File: config.mk
export PLATFORM = sky130hd
export DESIGN_NAME = ring_slot_monitor
export DESIGN_NICKNAME = d
export VERILOG_FILES = /design/src/rtl/ring_mon_pkg.sv /design/src/rtl/ring_onehot_enc.sv /design/src/rtl/ring_slot_monitor.sv
export SDC_FILE = /design/constraint.sdc
export NUM_CORES = 1
export LEC_CHECK = 0
export BUFFER_PORTS_ARGS = -buffer_cell sky130_fd_sc_hd__buf_4
export CAP_MARGIN = 10
export CORE_MARGIN = 2
export CORE_UTILIZATION = 60
export DETAILED_ROUTE_END_ITERATION = 12
export PLACE_DENSITY = 0.84
export SYNTH_ARGS = -nofsm -noshare
export SYNTH_HDL_FRONTEND = slang
export SYNTH_HIERARCHICAL = 1
export SYNTH_SLANG_ARGS = --single-unit
File: constraint.sdc
create_clock -name clk -period 5 [get_ports clk]
set_input_delay 1 -clock clk [delete_from_list [all_inputs] [get_ports clk]]
set_output_delay 1 -clock clk [all_outputs]
set_load 0.01 [all_outputs]
File: src/rtl/ring_mon_pkg.sv
// Shared types and helpers for the one-hot ring slot monitor.
package ring_mon_pkg;

    typedef enum logic [1:0] {
        IDLE   = 2'd0,
        SYNC   = 2'd1,
        LOCKED = 2'd2,
        FAULT  = 2'd3
    } state_t;

    localparam int RING_W    = 8;
    localparam int ERR_CNT_W = 8;
    localparam int ROT_MAX_W = 64;

    // Left rotate by one over the low w bits of v (w <= ROT_MAX_W).
    function automatic logic [ROT_MAX_W-1:0] rot(input logic [ROT_MAX_W-1:0] v, input int w);
        logic [ROT_MAX_W-1:0] r;
        r = '0;
        for (int i = 0; i < ROT_MAX_W - 1; i++) begin
            if (i < w - 1) r[i+1] = v[i];
        end
        r[0] = v[w-1];
        return r;
    endfunction

endpackage

File: src/rtl/ring_onehot_enc.sv
// Combinational one-hot check and binary encoder for a ring state vector.
module ring_onehot_enc #(
    parameter int WIDTH = 8
) (
    input  logic [WIDTH-1:0]         vec,
    output logic                     is_onehot,
    output logic [$clog2(WIDTH)-1:0] idx
);
    localparam int IDX_W = $clog2(WIDTH);

    logic [IDX_W-1:0] term [WIDTH];

    genvar gi;
    generate
        for (gi = 0; gi < WIDTH; gi++) begin : g_term
            assign term[gi] = vec[gi] ? IDX_W'(gi) : '0;
        end
    endgenerate

    // OR of per-bit indices is exact only when the input is one-hot.
    always_comb begin
        idx = '0;
        for (int i = 0; i < WIDTH; i++) idx = idx | term[i];
    end

    assign is_onehot = (vec != '0) && ((vec & (vec - 1'b1)) == '0);

endmodule

File: src/rtl/ring_slot_monitor.sv
// Monitors a rotating one-hot ring counter: lock, revolution count, sticky errors.
// Optional ring_vld starvation timeout enabled by RING_SLOT_MONITOR_TIMEOUT_EN.
module ring_slot_monitor
    import ring_mon_pkg::*;
#(
    parameter int WIDTH      = RING_W,
    parameter int LOCK_STEPS = 4,
    parameter int ERR_THRESH = 3,
    parameter int REV_W      = 16,
    parameter int TIMEOUT    = 64
) (
    input  logic                     clk,
    input  logic                     rst_n,
    input  logic [WIDTH-1:0]         ring_in,
    input  logic                     ring_vld,
    input  logic                     ring_init,
    input  logic                     clr_err,
    output logic [$clog2(WIDTH)-1:0] slot_idx,
    output logic                     slot_vld,
    output logic                     rev_pulse,
    output logic [REV_W-1:0]         rev_cnt,
    output logic                     locked,
    output logic                     fault,
    output logic                     err_onehot,
    output logic                     err_seq,
    output logic [ERR_CNT_W-1:0]     err_cnt
);
    localparam int IDX_W  = $clog2(WIDTH);
    localparam int GOOD_W = $clog2(LOCK_STEPS + 1);
    localparam int MISS_W = $clog2(ERR_THRESH + 1);

    state_t             state_reg;
    logic [WIDTH-1:0]   prev_reg;
    logic [GOOD_W-1:0]  good_reg;
    logic [MISS_W-1:0]  miss_reg;

    logic               enc_onehot;
    logic [IDX_W-1:0]   enc_idx;
    logic [WIDTH-1:0]   exp_w;
    logic               take, hit, clr_eff, set_oh, set_seq, to_fire;
    logic               err_onehot_next, err_seq_next;
    logic [ERR_CNT_W-1:0] err_base, err_cnt_next;

    ring_onehot_enc #(.WIDTH(WIDTH)) u_enc (
        .vec       (ring_in),
        .is_onehot (enc_onehot),
        .idx       (enc_idx)
    );

`ifdef RING_SLOT_MONITOR_TIMEOUT_EN
    localparam int TO_W = $clog2(TIMEOUT + 1);
    logic [TO_W-1:0] to_cnt_reg;

    assign to_fire = (state_reg == LOCKED) && !ring_vld && !ring_init
                     && (to_cnt_reg == TO_W'(TIMEOUT - 1));

    always_ff @(posedge clk) begin
        if (!rst_n)
            to_cnt_reg <= '0;
        else if (state_reg != LOCKED || ring_vld || ring_init || to_fire)
            to_cnt_reg <= '0;
        else
            to_cnt_reg <= to_cnt_reg + 1'b1;
    end
`else
    logic unused_timeout;
    assign unused_timeout = (TIMEOUT != 0);
    assign to_fire        = 1'b0;
`endif

    // Error set dominates clear; ring_init holds the sticky errors untouched.
    always_comb begin
        exp_w           = WIDTH'(rot(ROT_MAX_W'(prev_reg), WIDTH));
        take            = ring_vld && !ring_init;
        hit             = (ring_in == exp_w);
        clr_eff         = clr_err && !ring_init;
        set_oh          = take && !enc_onehot && (state_reg != FAULT);
        set_seq         = take && enc_onehot && !hit
                          && (state_reg == SYNC || state_reg == LOCKED);
        err_base        = clr_eff ? '0 : err_cnt;
        err_onehot_next = (err_onehot && !clr_eff) || set_oh;
        err_seq_next    = (err_seq && !clr_eff) || set_seq || to_fire;
        err_cnt_next    = err_base;
        if ((set_oh || set_seq) && err_base != '1) err_cnt_next = err_base + 1'b1;
    end

    always_ff @(posedge clk) begin
        if (!rst_n) begin
            state_reg  <= IDLE;
            prev_reg   <= '0;
            good_reg   <= '0;
            miss_reg   <= '0;
            slot_idx   <= '0;
            slot_vld   <= 1'b0;
            rev_pulse  <= 1'b0;
            rev_cnt    <= '0;
            err_onehot <= 1'b0;
            err_seq    <= 1'b0;
            err_cnt    <= '0;
        end else begin
            rev_pulse  <= 1'b0;
            err_onehot <= err_onehot_next;
            err_seq    <= err_seq_next;
            err_cnt    <= err_cnt_next;
            if (take) begin
                slot_vld <= enc_onehot;
                if (enc_onehot) slot_idx <= enc_idx;
            end
            if (ring_init) begin
                state_reg <= IDLE;
                good_reg  <= '0;
                miss_reg  <= '0;
                rev_cnt   <= '0;
            end else begin
                case (state_reg)
                    IDLE: if (take && enc_onehot) begin
                        prev_reg  <= ring_in;
                        good_reg  <= '0;
                        state_reg <= SYNC;
                    end
                    SYNC: if (take) begin
                        if (hit) begin
                            prev_reg <= ring_in;
                            good_reg <= good_reg + 1'b1;
                            if (good_reg + 1'b1 == GOOD_W'(LOCK_STEPS)) begin
                                state_reg <= LOCKED;
                                miss_reg  <= '0;
                            end
                        end else if (enc_onehot) begin
                            prev_reg <= ring_in;
                            good_reg <= '0;
                        end else begin
                            good_reg  <= '0;
                            state_reg <= IDLE;
                        end
                    end
                    // Flywheel: prev always advances to the expected value.
                    LOCKED: if (take) begin
                        prev_reg <= exp_w;
                        if (hit) begin
                            miss_reg <= '0;
                            if (ring_in[WIDTH-1]) begin
                                rev_pulse <= 1'b1;
                                rev_cnt   <= rev_cnt + 1'b1;
                            end
                        end else begin
                            miss_reg <= miss_reg + 1'b1;
                            if (miss_reg + 1'b1 == MISS_W'(ERR_THRESH)) state_reg <= FAULT;
                        end
                    end else if (to_fire) begin
                        state_reg <= FAULT;
                    end
                    FAULT: if (clr_eff) begin
                        state_reg <= IDLE;
                        good_reg  <= '0;
                        miss_reg  <= '0;
                    end
                    default: state_reg <= IDLE;
                endcase
            end
        end
    end

    assign locked = (state_reg == LOCKED);
    assign fault  = (state_reg == FAULT);

endmodule

==> results of run 1 <==
==> final timing paths <==
path,endpoint,startpoint
min,miss_reg[1],miss_reg[1]
max,err_cnt[7],ring_in[1]
max reg2reg,rev_cnt[15],state_reg[0]
min reg2reg,miss_reg[1],miss_reg[1]
==> tightest hold or removal path: cells and delay by family, from the launching register on <==
| family | cells | cell delay (ps) |
|---|---|---|
| compound gates | 1 | 50 |
| flops | 1 | 320 |
| simple gates | 1 | 60 |
==> per-stage QoR <==
stage	power (mW)	std cells	util, %	instance area [um2]	worst slack [ps]
after CTS	0.681	388	74.3	2990	1660
after global routing	0.704	388	74.3	2990	1410
after global placement	0.427	380	71.7	2890	1480
final	0.678	388	74.3	2990	1590
after detailed placement	0.428	380	71.7	2890	1370
after floorplan	0.407	296	-	2530	1900
==> logic make-up (layout without fill, tap and decap cells) <==
logic type	after synthesis	in the layout	share of synthesized area, %
muxes	12	12	4.79
DFF	46	46	36.3
and+or+nand+nor	130	130	26.9
buffers and inverters	22	64	3.41
xor gates and xnor gates	25	25	8.64
AOI/OAI and AO/OA	52	52	15.5
adders and majority gates	9	9	4.44
==> layout by cell type (no fill, tap or decap), types with 10 or more instances in the layout <==
master,synthesis,layout
a21oi_1,12,12
nand3_1,16,16
dfxtp_1,46,46
xnor2_1,11,11
buf_4,0,45
inv_1,10,10
nor2_1,27,27
mux2i_1,11,11
xor2_1,14,14
nand2_1,34,34
==> where the power goes <==
group	internal, mW	leakage, nW	switching (mW)	total (mW)
Clock	0.127	0.0544	0.131	0.258
Combinational	0.0205	0.832	0.0298	0.0503
Sequential	0.368	0.371	0.00206	0.370
Total	0.515	1.26	0.163	0.678
==> area by class of cell <==
cell class | instances | area (um2)
Tap cell | 50 | 62.6
Timing Repair Buffer | 45 | 338
Inverter | 11 | 41.3
Clock buffer | 7 | 96.3
Multi-Input combinational cell | 228 | 1530
Fill cell | 326 | 1030
Sequential cell | 46 | 921
Clock inverter | 1 | 8.76
==> synth_stat cells, types with 2 or more instances <==
cell and n:
dfxtp_1 46, nand2_1 34, nor2_1 27, nand3_1 16, xor2_1 14, a21oi_1 12
mux2i_1 11, xnor2_1 11, inv_1 10, ha_1 9, nand4_1 9, o211a_1 8
and3_1 6, clkbuf_1 6, nand2b_1 6, o31ai_1 6, nor2b_1 5, nor3_1 5
o21ai_1 5, a21boi_0 4, and2_1 4, and4_1 4, buf_2 3, a22oi_1 2
buf_1 2, o2111ai_1 2, o31a_1 2, or3_1 2
==> per-layer routing <==
layer / track usage, % / vias up / wire, um
li1: - / 1138 / -
met1: 35.3 / 1024 / 2690
met2: 39.4 / 51 / 2480
met3: 6.33 / 11 / 273
met4: 9.80 / 0 / 118
met5: 0 / - / 0
==> results.cfg, run 1 <==
[status]
status = complete, no violations

[worst_setup_path]
r2r_slack_ps = 1850
path_max_fanout = 14
critPathArrivalTime_ps = 3660
path_cells = buf_4 > nor4_4 > xor2_1 > o41ai_1 > o22a_1 > and2_4 > nand2_1 > o31a_1 > or4_1 > a21oi_1
crit_buf_inv = 1
crit_path_end_kind = flop
slowest_delay_ps = 530
crit_type = primary input to flop
crit_slowest_cell = or4_1
cp.required_ps = 5250
r2r_cells = 8
cp.depth = 10
critPathTopFamily = compound AO/OA/AOI/OAI gates
cp-start-kind = primary input

[clock_network]
clock_path_buffers = 2
cts_tree = built
ctsHoldBuffers = 0
clock_latency_ps = 310
path_clk_slew_ps = 90
ctsResizeCount = 0
clock-sinks = 46
clockRootBuffer = clkbuf_8
h-tree-depth = 2
post_cts_buffers = 0
cts-buffers-inserted = 5

[layout]
area_growth_pct = 18.2
largest_register_ffs = 16
final_nets = 359
diodes = 0
drive_above_1_share_pct = 18.0

[routing]
routed_wirelength_um = 5560
drtAntennaViolNets = 0
drc_errors = 0
vias = 2224
routedWlPerCell_um = 14.3
drt_iter0_drc = 136
dr.pass1.iters = 5
via_per_inst = 5.73

[global_route]
grt_max_degree = 25
grt_pass1_vias = 2001
grt_first_pass_wirelength_um = 9220
grt_overflow = 0
antenna_found_initial = 0
grt_util_all_layers_pct = 25.9

[logic_synthesis]
yosys.area.top_type = dfxtp_1
synth_warnings = 6
synth_seq_cells = 46
syn_inst = 296
yosysTopAreaCellShare_pct = 36.3
synth_edf_count = 0
seq_area_frac_synth_pct = 36.3
synthTopCellsByArea = dfxtp_1, nand2_1, xor2_1, ha_1, mux2i_1
synth_area_um2 = 2530
avgSynthCellArea_um2 = 8.56
synth_cell_types = 53
yosys_most_used_dff = dfxtp_1
async_reset_ff_share_pct = 0
synth.net_count = 318

[floorplanning]
std_cell_rows = 23
die_w_um = 69.0
start_util_pct = 62.9
core_region_area_um2 = 4030
boundaryPins = 46
die_area_um2 = 4760
die_h_um = 69.0

[sta]
setup_viol = 0
fmax_ghz = 0.294
hold_violations = 0
tns_ps = 0
final-max-slew-violation-count = 0
period_needed_ps = 3410
slew_headroom_pct = 30.3
post-route-period-util_pct = 68.1
rsz0062_at_grt = false
worst_pin_slew_ps = 1040
fin_skew_ps = 8.09
whs_ps = 471

[hold_path]
min_path_cells = 2
min_path_type = flop to flop

[placement]
gp_congestion = 0.849
port_buffers = 45
dp.final_hpwl_um = 4030

[flow_run]
drv_cap = 0

[power]
power.leakage_nw = 1.26
power_density_nw_per_um2 = 227
ir_worst_vdd_mv = 0.182
No activity file was read; power rests on OpenSTA's default activity.
==> run 2: changes to the inputs <==
- CORE_UTILIZATION: 60 -> 55
- PLACE_DENSITY: 0.84 -> 0.78
- clock period: 5 -> 3.5 ns (I/O delays scaled with it)
==> results.cfg, run 2 (synthesized netlist as in run 1, its figures left out) <==
[sta]
fin_skew_ps = 3.34
rsz0062_at_grt = false
slew_headroom_pct = 39.4
fmax_ghz = 0.345
period_needed_ps = 2900
setup_viol = 0
final-max-slew-violation-count = 0
hold_violations = 0
post-route-period-util_pct = 82.7
worst_pin_slew_ps = 908
tns_ps = 0

[worst_setup_path]
r2r_slack_ps = 1290
critPathArrivalTime_ps = 3130
crit_path_end_kind = flop
r2r_cells = 10
crit_slowest_cell = or3_1
path_max_fanout = 12
path_cells = buf_4 > nor4_4 > xor2_1 > o41ai_1 > o22a_1 > and2_4 > nand2_1 > o31a_1 > buf_4 > or3_1 > a21oi_1
critPathMostFrequentCell = buf_4
cp.required_ps = 3730
r2r-end = rev_cnt[15]
cp.depth = 11
cp-start-kind = primary input
critPathTopFamily = compound AO/OA/AOI/OAI gates
crit_buf_inv = 2
r2r_start = state_reg[0]
crit_type = primary input to flop
slowest_delay_ps = 350

[placement]
dp.final_hpwl_um = 3970
gp_congestion = 0.855
port_buffers = 45
placed_area_um2 = 2930

[layout]
final_cell_mix = buf_4, dfxtp_1, nand2_1, nor2_1, nand3_1
fillers = 373
final_nets = 364
area_growth_pct = 19.2
largest_register_ffs = 16
final_common_cell = buf_4
register_area_um2 = 921
final_cell_area_um2 = 3020
drive_above_1_share_pct = 19.0
multi_input_area_um2 = 1530
diodes = 0

[clock_network]
cts-buffers-inserted = 5
cts_tree = built
ctsHoldBuffers = 0
clock_path_buffers = 2
h-tree-depth = 2
clockRootBuffer = clkbuf_8
clock-sinks = 46
path_clk_slew_ps = 80
clock_latency_ps = 290
ctsResizeCount = 0
post_cts_buffers = 0

[routing]
vias = 2289
dr.pass1.iters = 4
drtAntennaViolNets = 0
routed_wirelength_um = 5340
drc_errors = 0
drt_iter0_drc = 87
via_per_inst = 5.79
routedWlPerCell_um = 13.5

[hold_path]
hp-start = slot_vld
holdPathEnd = slot_vld
min_path_cells = 2
min_path_type = flop to flop

[status]
status = complete, no violations

[power]
ir_worst_vdd_mv = 0.236
power_density_nw_per_um2 = 309
power.leakage_nw = 1.28

[floorplanning]
die_h_um = 71.9
die_w_um = 71.9
core_region_area_um2 = 4380
die_area_um2 = 5170
boundaryPins = 46
start_util_pct = 57.8
std_cell_rows = 24

[global_route]
antenna_found_initial = 0
grt_overflow = 0
grt_pass1_vias = 2039
grt_first_pass_wirelength_um = 9060
grt_util_all_layers_pct = 21.9
grt_max_degree = 25

[flow_run]
drv_cap = 0
-- run 2: changes by cell type in the layout (fill, tap and decap cells not counted) --
| cell | previous run | this run |
|---|---|---|
| clkbuf_1 | 0 | 1 |
| clkinv_4 | 1 | 0 |
| clkinv_2 | 0 | 1 |
| buf_4 | 45 | 50 |
| clkbuf_8 | 7 | 6 |
-- run 2: stage by stage --
| step | hold WS (ps) | power [mW] | setup WS (ps) | std cells | util, % |
|---|---|---|---|---|---|
| after floorplan | 432 | 0.581 | 704 | 296 | - |
| after global placement | 451 | 0.613 | 435 | 387 | 66.8 |
| after detailed placement | 464 | 0.614 | 334 | 387 | 66.8 |
| after CTS | 477 | 0.942 | 629 | 395 | 68.9 |
| after global routing | 498 | 0.969 | 434 | 395 | 68.9 |
| final | 473 | 0.932 | 604 | 395 | 68.9 |
-- run 2: area by class of cell --
class,count,share of cell area (%)
multi-input cells,228,50.5
flip-flops and latches,46,30.5
repair buffers,50,12.4
clock buffers,7,2.86
well taps,52,2.15
inverters,11,1.37
clock inverters,1,0.166
-- run 2: per-layer routing --
layer  vias up  part of all wire (%)  track usage (%)
li1       1151                     -                -
met1      1082                    47             30.2
met2        51                    46             34.3
met3         5                   5.8             4.64
met4         0                   1.3             7.34
met5         -                     0                0
-- run 2: worst max-delay path by stage --
stage                 end  slack, ps  startpoint
6_report       err_cnt[5]        600  ring_in[1]
2_1_floorplan  err_cnt[7]        700  ring_in[1]
3_5_place_dp   err_cnt[5]        330  ring_in[1]
5_1_grt        err_cnt[5]        430  ring_in[1]
4_1_cts        err_cnt[5]        630  ring_in[1]
3_3_place_gp   err_cnt[5]        440  ring_in[1]
-- run 2: worst reg2reg max path, delay by kind of cell (launching register included) --
family / cells / cell delay (ps)
compound gates: 1 / 140
buf+inv: 3 / 580
simple gates: 5 / 910
flops: 1 / 350
fa+ha+maj: 1 / 170
-- run 2: power by group --
part           total [mW]  internal [mW]  switching, mW
sequential          0.528          0.526        0.00274
combinational      0.0733         0.0309         0.0424
clock               0.330          0.159          0.171
total               0.932          0.716          0.216
==> run 3: changes to the inputs <==
- ABC_AREA: unset -> 1
- CORE_UTILIZATION: 55 -> 57
- PLACE_DENSITY: 0.78 -> 0.79
- clock period: 3.5 -> 2.98 ns (I/O delays scaled with it)
==> results.cfg, run 3 <==
[status]
status = complete, no violations

[global_route]
grt_overflow = 0
grt_util_all_layers_pct = 24.1
grt_pass1_vias = 2507
grt_max_degree = 22
grt_first_pass_wirelength_um = 10500
antenna_found_initial = 0

[clock_network]
path_clk_slew_ps = 90
ctsHoldBuffers = 0
clockRootBuffer = clkbuf_8
cts_tree = built
ctsResizeCount = 0
cts-buffers-inserted = 5
clock-sinks = 46
post_cts_buffers = 0
clock_latency_ps = 300
h-tree-depth = 2
clock_path_buffers = 2

[layout]
diodes = 0
final_cell_mix = nand2_1, inv_1, dfxtp_1, buf_4, a21oi_1
area_growth_pct = 18.1
final_nets = 498
drive_above_1_share_pct = 19.3
final_common_cell = nand2_1
largest_register_ffs = 16
post-route-util_pct = 70.2

[logic_synthesis]
synth_seq_cells = 46
synth.most_common_cell = nand2_1
syn_inst = 430
synth_warnings = 6
synthTopCellsByArea = dfxtp_1, nand2_1, a21oi_1, inv_1, nor2_1
avgSynthCellArea_um2 = 6.57
synth.net_count = 452
yosys_most_used_dff = dfxtp_1
synth_cell_types = 34
synth_edf_count = 0
seq_area_frac_synth_pct = 32.6
async_reset_ff_share_pct = 0
synthTopCellsByCount = nand2_1, inv_1, dfxtp_1
synth_area_um2 = 2830
yosysTopAreaCellShare_pct = 32.6
yosys.area.top_type = dfxtp_1

[sta]
setup_ws_ps = 694
worst_pin_slew_ps = 741
hold_violations = 0
fmax_ghz = 0.437
setup_viol = 0
fin_skew_ps = 7.10
tns_ps = 0
rsz0062_at_grt = false
period_needed_ps = 2290
final-max-slew-violation-count = 0
slew_headroom_pct = 50.6
post-route-period-util_pct = 76.7

[floorplanning]
core_region_area_um2 = 4750
die_h_um = 74.4
std_cell_rows = 25
boundaryPins = 46
die_w_um = 74.4
die_area_um2 = 5540
start_util_pct = 59.4

[worst_setup_path]
crit_type = primary input to flop
crit_path_end_kind = flop
path_max_fanout = 11
cp.required_ps = 3210
critPathArrivalTime_ps = 2520
cp-start-kind = primary input

[placement]
post-place-ws_ps = 417
port_buffers = 45
dp.final_hpwl_um = 4810
gp_congestion = 0.980

[routing]
dr.pass1.iters = 4
drc_errors = 0
vias = 2758
routedWlPerCell_um = 11.7
routed_wirelength_um = 6370
drtAntennaViolNets = 0
via_per_inst = 5.07
drt_iter0_drc = 143

[power]
power.leakage_nw = 1.44
power_density_nw_per_um2 = 356
ir_worst_vdd_mv = 0.275

[flow_run]
drv_cap = 0

[hold_path]
min_path_type = flop to flop
-- run 3: changes by cell type in the layout (fill, tap and decap cells not counted), sizes merged, moves of 6 or more --
cell    delta
nor2      +17
mux2i     -11
nand2b     -6
o31ai      -6
and3       -6
a21oi     +29
inv       +57
nand2     +90
o211a      -8
nand4      -6
xnor2      -7
nor3      +12
o21ai     +24
-- run 3: area by class of cell --
class | instances | area [um2]
multi-input cells | 309 | 1620
well taps | 67 | 83.8
inverters | 68 | 258
repair buffers | 46 | 345
fillers | 429 | 1420
clock inverters | 3 | 43.8
clock buffers | 5 | 68.8
flip-flops and latches | 46 | 921
-- run 3: path summary, 6_finish.rpt --
check                                   from     endpoint  slack (ps)  cells after the start
worst max-delay path              ring_in[1]  prev_reg[3]         690                     16
worst min-delay path             miss_reg[1]  miss_reg[1]         450                      2
worst max register to register  state_reg[0]  prev_reg[3]         710                      9
worst min register to register   miss_reg[1]  miss_reg[1]         450                      2
-- run 3: per-stage QoR --
stage          total power, mW  hold WS [ps]  cell area (um2)  cells
6_report                  1.19           452             3340    544
5_1_grt                   1.23           485             3340    544
4_1_cts                   1.20           456             3340    544
3_5_place_dp             0.730           443             3220    536
3_3_place_gp             0.729           441             3220    536
2_1_floorplan            0.692           427             2830    430
-- run 3: report_power, final --
| part | internal, mW | switching [mW] | leakage [nW] |
|---|---|---|---|
| registers | 0.617 | 0.00164 | 0.371 |
| logic | 0.0355 | 0.0632 | 1.02 |
| clock network | 0.252 | 0.220 | 0.0585 |
-- run 3: per-layer routing --
| layer | track usage, % | up-vias | share of wire, % |
|---|---|---|---|
| met5 | 0 | - | 0 |
| met1 | 28.7 | 1219 | 47 |
| li1 | - | 1449 | - |
| met2 | 42.2 | 83 | 47 |
| met4 | 9.33 | 0 | 0.93 |
| met3 | 5.01 | 7 | 5.5 |
-- run 3: kinds of logic after synthesis --
group | count (synthesis) | synth area share, %
flops | 46 | 32.6
simple gates | 213 | 35.3
compound gates | 72 | 13.2
buf+inv | 75 | 10.2
xor+xnor | 15 | 4.65
fa+ha+maj | 9 | 3.99
-- run 3: critical path, stage by stage --
cell and delay [ps]:
buf_4 130, nor2_2 140, nand2_1 100, o21ai_2 110, nand2_1 60, nor2_1 120, inv_1 110, nor2_4 190
inv_2 80, nand2_1 70, inv_2 40, nor2_1 100, nand2_1 240, inv_2 180, o21ai_0 110, a21oi_1 120
